**config.mk**
```make
export PLATFORM = sky130hd
export DESIGN_NAME = waveform_buffer_reader
export DESIGN_NICKNAME = d
export VERILOG_FILES = /design/src/rtl/waveform_buffer_reader.sv
export SDC_FILE = /design/constraint.sdc
export NUM_CORES = 1
export LEC_CHECK = 0
export ABC_AREA = 0
export BUFFER_PORTS_ARGS = -buffer_cell sky130_fd_sc_hd__buf_2
export CAP_MARGIN = 15
export CELL_PAD_IN_SITES_DETAIL_PLACEMENT = 1
export CELL_PAD_IN_SITES_GLOBAL_PLACEMENT = 1
export CORE_ASPECT_RATIO = 0.8
export CORE_MARGIN = 2
export CORE_UTILIZATION = 39
export CTS_CLUSTER_DIAMETER = 50
export DETAILED_ROUTE_END_ITERATION = 8
export HOLD_SLACK_MARGIN = 0.05
export PLACE_DENSITY = 0.86
export REMOVE_ABC_BUFFERS = 1
export SLEW_MARGIN = 30
export SYNTH_ARGS = -nofsm -noshare
export SYNTH_HDL_FRONTEND = slang
export SYNTH_SLANG_ARGS = --single-unit
```
**constraint.sdc**
```tcl
create_clock -name clk -period 4.2 [get_ports clk]
set_input_delay 0.42 -clock clk [delete_from_list [all_inputs] [get_ports clk]]
set_output_delay 0.42 -clock clk [all_outputs]
set_load 0.05 [all_outputs]
```
**src/rtl/waveform_buffer_reader.sv**
```systemverilog
`timescale 1ns/1ps
// Read side of the waveform buffer: pops a header, presents it downstream, then streams
// the waveform's samples from RAM through a 2-entry skid buffer with valid/ready flow control.
module waveform_buffer_reader #(
    parameter int P_DATA_WIDTH = 22,
    parameter int P_ADR_WIDTH  = 12,
    parameter int P_HDR_WIDTH  = 80
) (
    input  logic                    clk,
    input  logic                    rst,
    input  logic                    en,
    input  logic                    hdr_empty,
    input  logic [P_HDR_WIDTH-1:0]  hdr_data,
    output logic                    hdr_rdreq,
    output logic [P_ADR_WIDTH-1:0]  wvb_rd_addr,
    input  logic [P_DATA_WIDTH-1:0] wvb_data,
    output logic [P_HDR_WIDTH-1:0]  hdr_out,
    output logic                    hdr_out_valid,
    input  logic                    hdr_out_ready,
    output logic [P_DATA_WIDTH-1:0] dout,
    output logic                    dout_valid,
    output logic                    dout_last,
    input  logic                    dout_ready,
    output logic [P_ADR_WIDTH-1:0]  rd_ptr,
    output logic                    wvf_done,
    output logic                    eoe_err,
    output logic                    busy
);

    localparam logic [P_ADR_WIDTH-1:0] ADR_ONE = 1;

    typedef enum logic [2:0] {S_IDLE, S_POP, S_LATCH, S_HDR, S_DATA, S_DONE} state_t;

    state_t                  state_reg, state_next;
    logic                    hdr_rdreq_reg;
    logic [P_HDR_WIDTH-1:0]  hdr_reg;
    logic [P_ADR_WIDTH-1:0]  addr_reg;
    logic [P_ADR_WIDTH-1:0]  stop_reg;
    logic [P_ADR_WIDTH-1:0]  rd_ptr_reg;
    logic                    issue_done_reg;
    logic                    in_flight_reg;
    logic                    in_flight_last_reg;
    logic [P_DATA_WIDTH-1:0] skid_data_reg [2];
    logic                    skid_last_reg [2];
    logic                    wr_idx_reg;
    logic                    rd_idx_reg;
    logic [1:0]              skid_count_reg;

    logic       pop;
    logic       last_pop;
    logic       issue;
    logic [2:0] occupancy;

    assign dout_valid = (skid_count_reg != 2'd0);
    assign dout       = skid_data_reg[rd_idx_reg];
    assign dout_last  = dout_valid & skid_last_reg[rd_idx_reg];
    assign pop        = dout_valid & dout_ready;
    assign last_pop   = pop & dout_last;
    assign occupancy  = {1'b0, skid_count_reg} + {2'b00, in_flight_reg};

    // A word popped this cycle frees its slot in time for a read issued now, which
    // keeps one sample per cycle flowing while never overfilling the skid buffer.
    assign issue = (state_reg == S_DATA) && !issue_done_reg
                   && (occupancy < (3'd2 + {2'b00, pop}));

    assign hdr_rdreq     = hdr_rdreq_reg;
    assign wvb_rd_addr   = addr_reg;
    assign hdr_out       = hdr_reg;
    assign hdr_out_valid = (state_reg == S_HDR);
    assign rd_ptr        = rd_ptr_reg;
    assign wvf_done      = last_pop;
    assign eoe_err       = pop & (dout[0] != dout_last);
    assign busy          = (state_reg != S_IDLE);

    always_comb begin
        state_next = state_reg;
        case (state_reg)
            S_IDLE:  if (en && !hdr_empty) state_next = S_POP;
            S_POP:   state_next = S_LATCH;
            S_LATCH: state_next = S_HDR;
            S_HDR:   if (hdr_out_ready) state_next = S_DATA;
            S_DATA:  if (last_pop) state_next = S_DONE;
            S_DONE:  state_next = S_IDLE;
            default: state_next = S_IDLE;
        endcase
    end

    always_ff @(posedge clk) begin
        if (rst) begin
            state_reg          <= S_IDLE;
            hdr_rdreq_reg      <= 1'b0;
            hdr_reg            <= '0;
            addr_reg           <= '0;
            stop_reg           <= '0;
            rd_ptr_reg         <= '0;
            issue_done_reg     <= 1'b0;
            in_flight_reg      <= 1'b0;
            in_flight_last_reg <= 1'b0;
            wr_idx_reg         <= 1'b0;
            rd_idx_reg         <= 1'b0;
            skid_count_reg     <= 2'd0;
            for (int i = 0; i < 2; i++) begin
                skid_data_reg[i] <= '0;
                skid_last_reg[i] <= 1'b0;
            end
        end else begin
            state_reg     <= state_next;
            hdr_rdreq_reg <= (state_reg == S_IDLE) && en && !hdr_empty;

            if (state_reg == S_LATCH) begin
                hdr_reg        <= hdr_data;
                addr_reg       <= hdr_data[P_ADR_WIDTH-1:0];
                stop_reg       <= hdr_data[2*P_ADR_WIDTH-1:P_ADR_WIDTH];
                issue_done_reg <= 1'b0;
            end

            if (issue) begin
                addr_reg <= addr_reg + ADR_ONE;
                if (addr_reg == stop_reg) issue_done_reg <= 1'b1;
            end
            in_flight_reg      <= issue;
            in_flight_last_reg <= issue && (addr_reg == stop_reg);

            // RAM output is valid the cycle after the address was presented.
            if (in_flight_reg) begin
                skid_data_reg[wr_idx_reg] <= wvb_data;
                skid_last_reg[wr_idx_reg] <= in_flight_last_reg;
                wr_idx_reg                <= ~wr_idx_reg;
            end
            if (pop) rd_idx_reg <= ~rd_idx_reg;
            skid_count_reg <= skid_count_reg + {1'b0, in_flight_reg} - {1'b0, pop};

            if (last_pop) rd_ptr_reg <= stop_reg + ADR_ONE;
        end
    end

endmodule

```
### Word level (Yosys, flattened, before mapping)

Memory sizes are Yosys's and may differ from the RTL's. A register that Yosys moved wholly into a read port is not among the register bits.
Index checks and enable logic that the tools add are counted.

* $add $sub $neg: 6
* multiply operators: 0
* divide/modulo/power cells: 0
* $lt $le $gt $ge: 1
* eq/ne operators: 9
* shift-type cells: 0
* multiplexer cells: 24
* bitwise operators: 6
* reduce and logical (&&, ||, !) cells: 15

Operators by type and width (count)
* $add A12 B1 Y12 const B: 2
* $mux W12: 2
* $mux W22: 1
* $reduce_or A22 Y1: 1
* $mux W1: 17
* $pmux W3 S5: 1
* $eq A12 B12 Y1: 1
* $mux W3: 3
* $eq A3 B2 Y1 const B: 2
* $logic_and A1 B1 Y1: 6
* $and A1 B1 Y1: 4
* $ne A2 B2 Y1 const B: 2
* $reduce_bool A2 Y1: 2
* $add A2 B1 Y3: 1
* $add A2 B1 Y3 const A: 1
* $eq A3 B1 Y1 const B: 1
* $eq A3 B3 Y1 const B: 1
* $logic_not A3 Y1: 1
* $lt A3 B3 Y1: 1
* $reduce_and A3 Y1: 1
* $reduce_bool A3 Y1: 1
* $add A2 B1 Y2: 1
* $logic_not A1 Y1: 2
* $ne A2 B1 Y1 const B: 1
* other kinds (4): 5

* register bits: 127
* bits in latches: 0
* memory bits (writable): 46
* bits in read-only memories: 0
* bits of input ports: 108
* output and inout bits: 133
* word-level logic and storage cells: 75
* memories: 2

Memory list
* skid_data_reg: words 2, bits a word 22, rd ports 1, clocked after Yosys merged registers in 1, wr ports 2, RTL line 43 `logic [P_DATA_WIDTH-1:0] skid_data_reg [2];`
* skid_last_reg: words 2, bits a word 1, rd ports 1, clocked after Yosys merged registers in 1, wr ports 2, RTL line 44 `logic skid_last_reg [2];`

### Logic depth before layout (Yosys ltp)

Gate-level depths: netlist of run 1.

* depth after elaboration: 6
* mapped depth: 8
* gate-level depth less buffers: 8

### Worst setup path after synthesis of run 1

No wires, ideal clock.

* path kind: reg-to-output
* from: register with a tool-made name
* to: output port eoe_err
* data arrival time: 2125 ps
* required time: 3780 ps
* setup slack: 1655 ps
* cell stages (with the launch flop): 6
* buffers on the path: 1
* path through: dfxtp_1 clkbuf_1 mux2i_1 nor2_1 xnor2_1 nor2_1

RTL lines
* to (decl): RTL line 26 `output logic eoe_err,`

==> results.md, run 1 <==
* Outcome: finished clean
* Routed WL at 19.7 mm
* Vias in the first global route at 5,934
* Core Footprint at 16,500 sq um
* Crit-path cells: buf_4, mux2i_1, nor2_1, xnor2_1, nor2_1, buf_2
* Layout net count at 1,026
* Clock root cell: clkbuf_16
* Post-route minimum period at 2.70 ns
* Placed cells at 1,112
* Power Density at 491 nW/um^2
* Routed Antenna Nets at 0
* Largest net degree at the start of global routing at 90
* Via count at 5,811
* Setup crit start kind: register
* # H-tree levels at 4
* Fin cells at 1,146
* Clock share of power at 38.6%
* Pwr Total at 4220 uW
* Max IR drop VDD at 0.000272 V
* Slew @ Worst Pin at 0.802 ns
* Layout cells sized above 1 at 33.6%
* Clock Sinks at 162
* First-pass GRT wire length at 30.9 mm
* Layout Area Growth over Synthesis at 30.9%
* Die W at 149 um
* Wire per inst at 17.2 um
* Crit. End Element: output pin
* Crit Path Max Fanout at 16
* Worst skew pair latency at 0.42 ns
* Share of the yosys chip area belonging to registers at 56.5%
* Multi-input gate area at 2690 sq um
* Sw frac at 31.2%
* CP Buf/Inv Count at 2
* Mapped cell area at 6560 sq um
* Internal at 2900 uW
* Net Switching at 1320 uW
* # DRC at 0
* Netlist cell types at 48
* Initial Util at 39.7%
* Die Area at 17,900 sq um
* PortBufs at 240
* Number of synthesized flops with an enable pin at 46
* Crit-path most repeated cell: nor2_1
* Fraction of registers with async set/reset at 0%
* Post-CTS Setup Bufs at 0
* Final hold violation count at 0
* RSZ-0062 raised after global routing: false
* CTS Buffer Depth at 2
* Comb pwr share at 19.6%
* Setup TNS at 0 ns
* Peak Freq at 0.371 GHz
* Static Leak at 0.00368 uW
* Rows at 42
* Minimum hold slack at 0.224 ns
* Overflow after GRT at 0
* Initial DRT Pass Iterations at 7
* Io pins at 241
* Die Y at 120 um
* Synth Flop Type: dfxtp_1
* Post-CTS Hold Buffers at 0
* Inserted Clock Buffers at 17
* Post-Route Utilization at 52.0%
* Worst Hold Class: in2reg
* Initial antenna violation count at 1
* Period utilization at 64.3%
* Setup violators final at 0
* Vias per cell at 5.07
* Storage element area at 3700 sq um
* Clock Pin Slew Worst Setup and Hold Paths at 0.07 ns
* Slowest stage delay, CP at 0.52 ns
* Final Skew at 0.00891 ns
* Synth warn at 0
* Iter 0 DRT Violations at 250
* Critical path type: reg2out
* Synth Instances at 689
* Relative slew margins at 46.5%
* GRT Resource Usage Total at 22.2%
* #FFs+latches synth at 162
* Mean Syn Cell Area at 9.52 sq um
* Sequential cell fraction of total power at 41.8%
* Max Transition Viols Final at 0
* Arrival time at the worst endpoint at 2.28 ns
* Gp weighted congestion at 0.770
* CTS-repair resized insts at 0
* CP delay by family, top: buffers and inverters
* CTS tree: yes
* Slowest cell on the critical path: dfxtp_1
* Max reg flops at 80
* Max_cap viols at 0
* Post-DP HPWL at 13.9 mm
* FILL cells at 1,956
* WP data required at 3.78 ns
[area by class of cell]
type	instances	area share, %
Clock buffer	20	5.33
Antenna cell	1	0.0291
Timing Repair Buffer	248	14.9
Tap cell	220	3.21
Sequential cell	162	43.1
Inverter	6	0.262
Clock inverter	12	1.81
Multi-Input combinational cell	477	31.4
[through the flow]
stage | cell area (sq um) | setup WS (ns)
global placement | 7940 | 2.01
detailed placement | 7950 | 1.91
floorplan | 6390 | 0.248
finish | 8590 | 1.50
CTS | 8560 | 1.44
global route | 8590 | 1.32
[synth_stat cells (all sizes together) (2+ instances only)]
cell	count	area share (%)
mux2i	3	0.46
nand2b	2	0.19
nor2	29	1.7
and3	5	0.50
or4	3	0.40
dfxtp	116	35
a211oi	11	1.3
nand3	10	0.76
a32oi	2	0.27
and2	49	4.7
inv	6	0.34
buf	11	0.71
ha	6	1.1
a31oi	9	0.86
xnor2	16	2.1
xor2	11	1.5
nor2b	3	0.29
o21ai	5	0.44
mux2	22	3.8
or2	3	0.29
nand2	167	9.6
o211ai	4	0.46
a21oi	85	6.5
nor3	3	0.23
or3	5	0.48
nor3b	3	0.34
clkbuf	33	1.9
nand4	8	0.76
edfxtp	46	21
[worst min-delay path: stages]
cell,delay (ns)
buf_2,0.09
nand2_1,0.04
a21oi_1,0.05
[layout by cell type (no fill, tap or decap), types with 2 or more instances in the layout]
| master | Yosys | final |
|---|---|---|
| clkinv_4 | 0 | 2 |
| inv_1 | 6 | 6 |
| nand2_1 | 167 | 167 |
| clkbuf_16 | 0 | 18 |
| o21ai_0 | 4 | 4 |
| a211oi_1 | 11 | 11 |
| clkinv_2 | 0 | 3 |
| inv_6 | 0 | 2 |
| or2_2 | 2 | 2 |
| mux2i_1 | 3 | 3 |
| or3_1 | 5 | 5 |
| buf_2 | 4 | 239 |
| nor2b_1 | 3 | 2 |
| a21oi_1 | 85 | 85 |
| a31oi_1 | 9 | 9 |
| nor3_1 | 3 | 3 |
| nand3_1 | 10 | 10 |
| or4_1 | 2 | 2 |
| buf_4 | 0 | 8 |
| a32oi_1 | 2 | 2 |
| xnor2_1 | 16 | 16 |
| edfxtp_1 | 46 | 46 |
| xor2_1 | 11 | 11 |
| o211ai_1 | 4 | 4 |
| clkbuf_1 | 33 | 2 |
| and3_1 | 4 | 4 |
| nor2_1 | 28 | 28 |
| mux2_2 | 22 | 22 |
| nand4_1 | 8 | 8 |
| ha_1 | 6 | 6 |
| and2_1 | 49 | 49 |
| bufinv_16 | 0 | 3 |
| dfxtp_1 | 116 | 116 |
[power groups by stage]
stage	clock [uW]	combinational, uW	sequential (uW)
4_1_cts	1660	833	1760
2_1_floorplan	0	383	1990
5_1_grt	1720	885	1770
3_3_place_gp	0	809	1790
6_report	1630	828	1760
3_5_place_dp	0	827	1800
[kinds of logic (layout without fill, tap and decap cells)]
kind of cell	Yosys count	after routing	synth area share [%]
muxes	25	25	4.24
adders and majority gates	6	6	1.14
buffers and inverters	50	286	2.94
other	0	1	0
xor gates and xnor gates	27	27	3.61
AOI/OAI and AO/OA	123	123	10.6
and+or+nand+nor	296	296	21.0
DFF	162	162	56.5
[worst paths after layout]
check	end	start	slack [ns]	depth (start not counted)
max reg2reg	wvb_rd_addr[8]	state_reg[1]	1.92	5
min reg2reg	hdr_out[33]	hdr_out[33]	0.45	2
min	hdr_out[42]	hdr_data[42]	0.22	3
max	eoe_err	register	1.50	6
[routing by layer]
metal	global-route usage [%]	vias up	share of wire, %
li1	-	2791	-
met1	25.9	2801	40
met2	38.0	195	50
met3	8.37	24	8.5
met4	6.37	0	1.5
met5	0	-	0
Note: power is estimated with default switching activity, not from simulation.
==> run 2, diff against run 1 <==
--- a/config.mk
+++ b/config.mk
@@ -12,11 +12,11 @@
 export CELL_PAD_IN_SITES_GLOBAL_PLACEMENT = 1
 export CORE_ASPECT_RATIO = 0.8
 export CORE_MARGIN = 2
-export CORE_UTILIZATION = 39
+export CORE_UTILIZATION = 33
 export CTS_CLUSTER_DIAMETER = 50
 export DETAILED_ROUTE_END_ITERATION = 8
 export HOLD_SLACK_MARGIN = 0.05
-export PLACE_DENSITY = 0.86
+export PLACE_DENSITY = 0.77
 export REMOVE_ABC_BUFFERS = 1
 export SLEW_MARGIN = 30
 export SYNTH_ARGS = -nofsm -noshare
==> constraint.sdc (replaced) <==
create_clock -name clk -period 2.3 [get_ports clk]
set_input_delay 0.23 -clock clk [delete_from_list [all_inputs] [get_ports clk]]
set_output_delay 0.23 -clock clk [all_outputs]
set_load 0.05 [all_outputs]
==> run 2 against run 1 <==
  * Global-route usage down 2.1 points
  * Critical endpoint is now wvb_rd_addr[9]
  * Critical path depth up 1
  * Sequential share of layout area down 3.5 points
  * Critical path type is now reg2reg
  * Largest cell class unchanged
  * Die area up 18%
  * Via count up 5.7%
  * Worst hold slack worse by 0.15 ns
  * Cell area up 8.9%
  * Non-clock buffer count up 78
==> results.md, run 2 (synthesized netlist as in run 1, its figures left out) <==
* R2r endpoint: wvb_rd_addr[9]
* Max reg flops at 80
* WL met2 at 10.1 mm
* Crit-path cells: ha_1, ha_1, nor2_1, and3_1, nand2_1, or4_1, a31oi_1
* CTS tree: yes
* Setup TNS at 0 ns
* RSZ-0062 raised after global routing: false
* Reg-to-reg setup timing slack at 0.19 ns
* Minimum hold slack at 0.0772 ns
* Storage element area at 3700 sq um
* Relative slew margins at 52.8%
* Slowest stage delay, CP at 0.55 ns
* Overflow after GRT at 0
* # H-tree levels at 4
* CP Buf/Inv Count at 0
* Layout net count at 1,104
* WP data required at 2.64 ns
* Crit-path most repeated cell: ha_1
* Initial Util at 33.4%
* Initial DRT Pass Iterations at 4
* Die W at 162 um
* GRT Resource Usage Total at 20.0%
* FF-to-FF path depth at 7
* Vias per cell at 4.85
* Antenna cell count at 0
* Inserted Clock Buffers at 17
* CTS Buffer Depth at 2
* Max_cap viols at 0
* Io pins at 241
* Post-route cell area at 9350 sq um
* Vias in the first global route at 6,293
* Critical path type: reg2reg
* Met3 wire len at 1.70 mm
* Placed Area at 8110 sq um
* Outcome: finished clean
* Peak Freq at 0.473 GHz
* Routed WL at 21.4 mm
* Commonest cells after routing, fill and taps aside: buf_2, nand2_1, dfxtp_1
* RR Startpoint: skid_count_reg[0]
* # DRC at 0
* Slowest cell on the critical path: or4_1
* Slew @ Worst Pin at 0.709 ns
* Routed Antenna Nets at 0
* Rows at 46
* Die Area at 21,000 sq um
* Max IR drop VDD at 0.000396 V
* Largest net degree at the start of global routing at 66
* Crit. End Element: register
* Top sig layer: met5
* FILL cells at 2,281
* Final Skew at 0.00993 ns
* Die Y at 130 um
* Final WS setup at 0.187 ns
* Via count at 6,145
* Post-placement setup slack at 0.273 ns
* Final hold violation count at 0
* Arrival time at the worst endpoint at 2.46 ns
* Post-CTS Setup Bufs at 0
* Iter 0 DRT Violations at 334
* Worst Hold Class: in2reg
* First-pass GRT wire length at 33.0 mm
* Multi-input gate area at 2690 sq um
* Setup crit start kind: register
* Post-DP HPWL at 13.8 mm
* Crit Path Max Fanout at 9
* Static Leak at 0.00399 uW
* Wire per inst at 16.9 um
* Period utilization at 91.9%
* CP delay by family, top: simple AND/OR/NAND/NOR gates
* Layout cells sized above 1 at 32.3%
* Clock Pin Slew Worst Setup and Hold Paths at 0.07 ns
* Max Transition Viols Final at 0
* Gp weighted congestion at 0.769
* Power Density at 814 nW/um^2
* Initial antenna violation count at 2
* Core Footprint at 19,600 sq um
* Commonest non-fill, non-tap cell in the layout: buf_2
* Critical Path Stages at 7
* Layout Area Growth over Synthesis at 42.6%
* PortBufs at 240
* Post-route minimum period at 2.11 ns
* Worst skew pair latency at 0.43 ns
* Clock Sinks at 162
* Clock root cell: clkbuf_16
* Setup violators final at 0
* Pwr Total at 7610 uW
* Setup crit start: skid_count_reg[0]
* Met1 wire length at 9.25 mm
* Worst setup path end: wvb_rd_addr[9]
## run 2: worst min path at each step
stage	startpoint	endpoint	depth (start not counted)
4_1_cts	hdr_data[8]	hdr_out[8]	3
3_3_place_gp	hdr_out[52]	hdr_out[52]	2
5_1_grt	hdr_data[1]	hdr_out[1]	3
2_1_floorplan	rst	hdr_out[0]	1
3_5_place_dp	hdr_out[59]	hdr_out[59]	2
6_report	hdr_data[8]	hdr_out[8]	3
## run 2: cell type report
type	instances	area share, %
Sequential cell	162	39.6
Multi-Input combinational cell	477	28.7
Timing Repair Buffer	326	21.9
Clock buffer	17	4.55
Tap cell	264	3.53
Clock inverter	15	1.48
Inverter	6	0.241
## run 2: tightest hold or removal path, delay by kind of cell
family / cells / cell delay, ns
buffers and inverters: 1 / 0.09
AO/OA/AOI/OAI: 1 / 0.06
AND/OR/NAND/NOR: 1 / 0.07
## run 2: per-layer routing
metal,up-vias,global-route usage [%]
li1,2950,-
met1,2964,24.7
met2,202,33.6
met3,25,6.96
met4,4,5.72
met5,-,0
## run 2: what timing repair did
action,in CTS,in global routing
hold buffers,68,0
hold endpoints to repair,68,0
gates resized for setup,0,1
endpoints found under the setup margin,0,1
## run 2: where the power goes
| part | switching (uW) | leakage, uW | internal [uW] |
|---|---|---|---|
| Clock | 1320 | 0.000268 | 1430 |
| Sequential | 118 | 0.00142 | 3080 |
| Combinational | 1140 | 0.00230 | 521 |
| Total | 2570 | 0.00399 | 5040 |
## run 2: through the flow
step | util [%] | std cells
after floorplan | - | 645
after global placement | 41.3 | 1167
after detailed placement | 41.3 | 1167
after CTS | 47.6 | 1267
after global routing | 47.7 | 1267
final | 47.7 | 1267
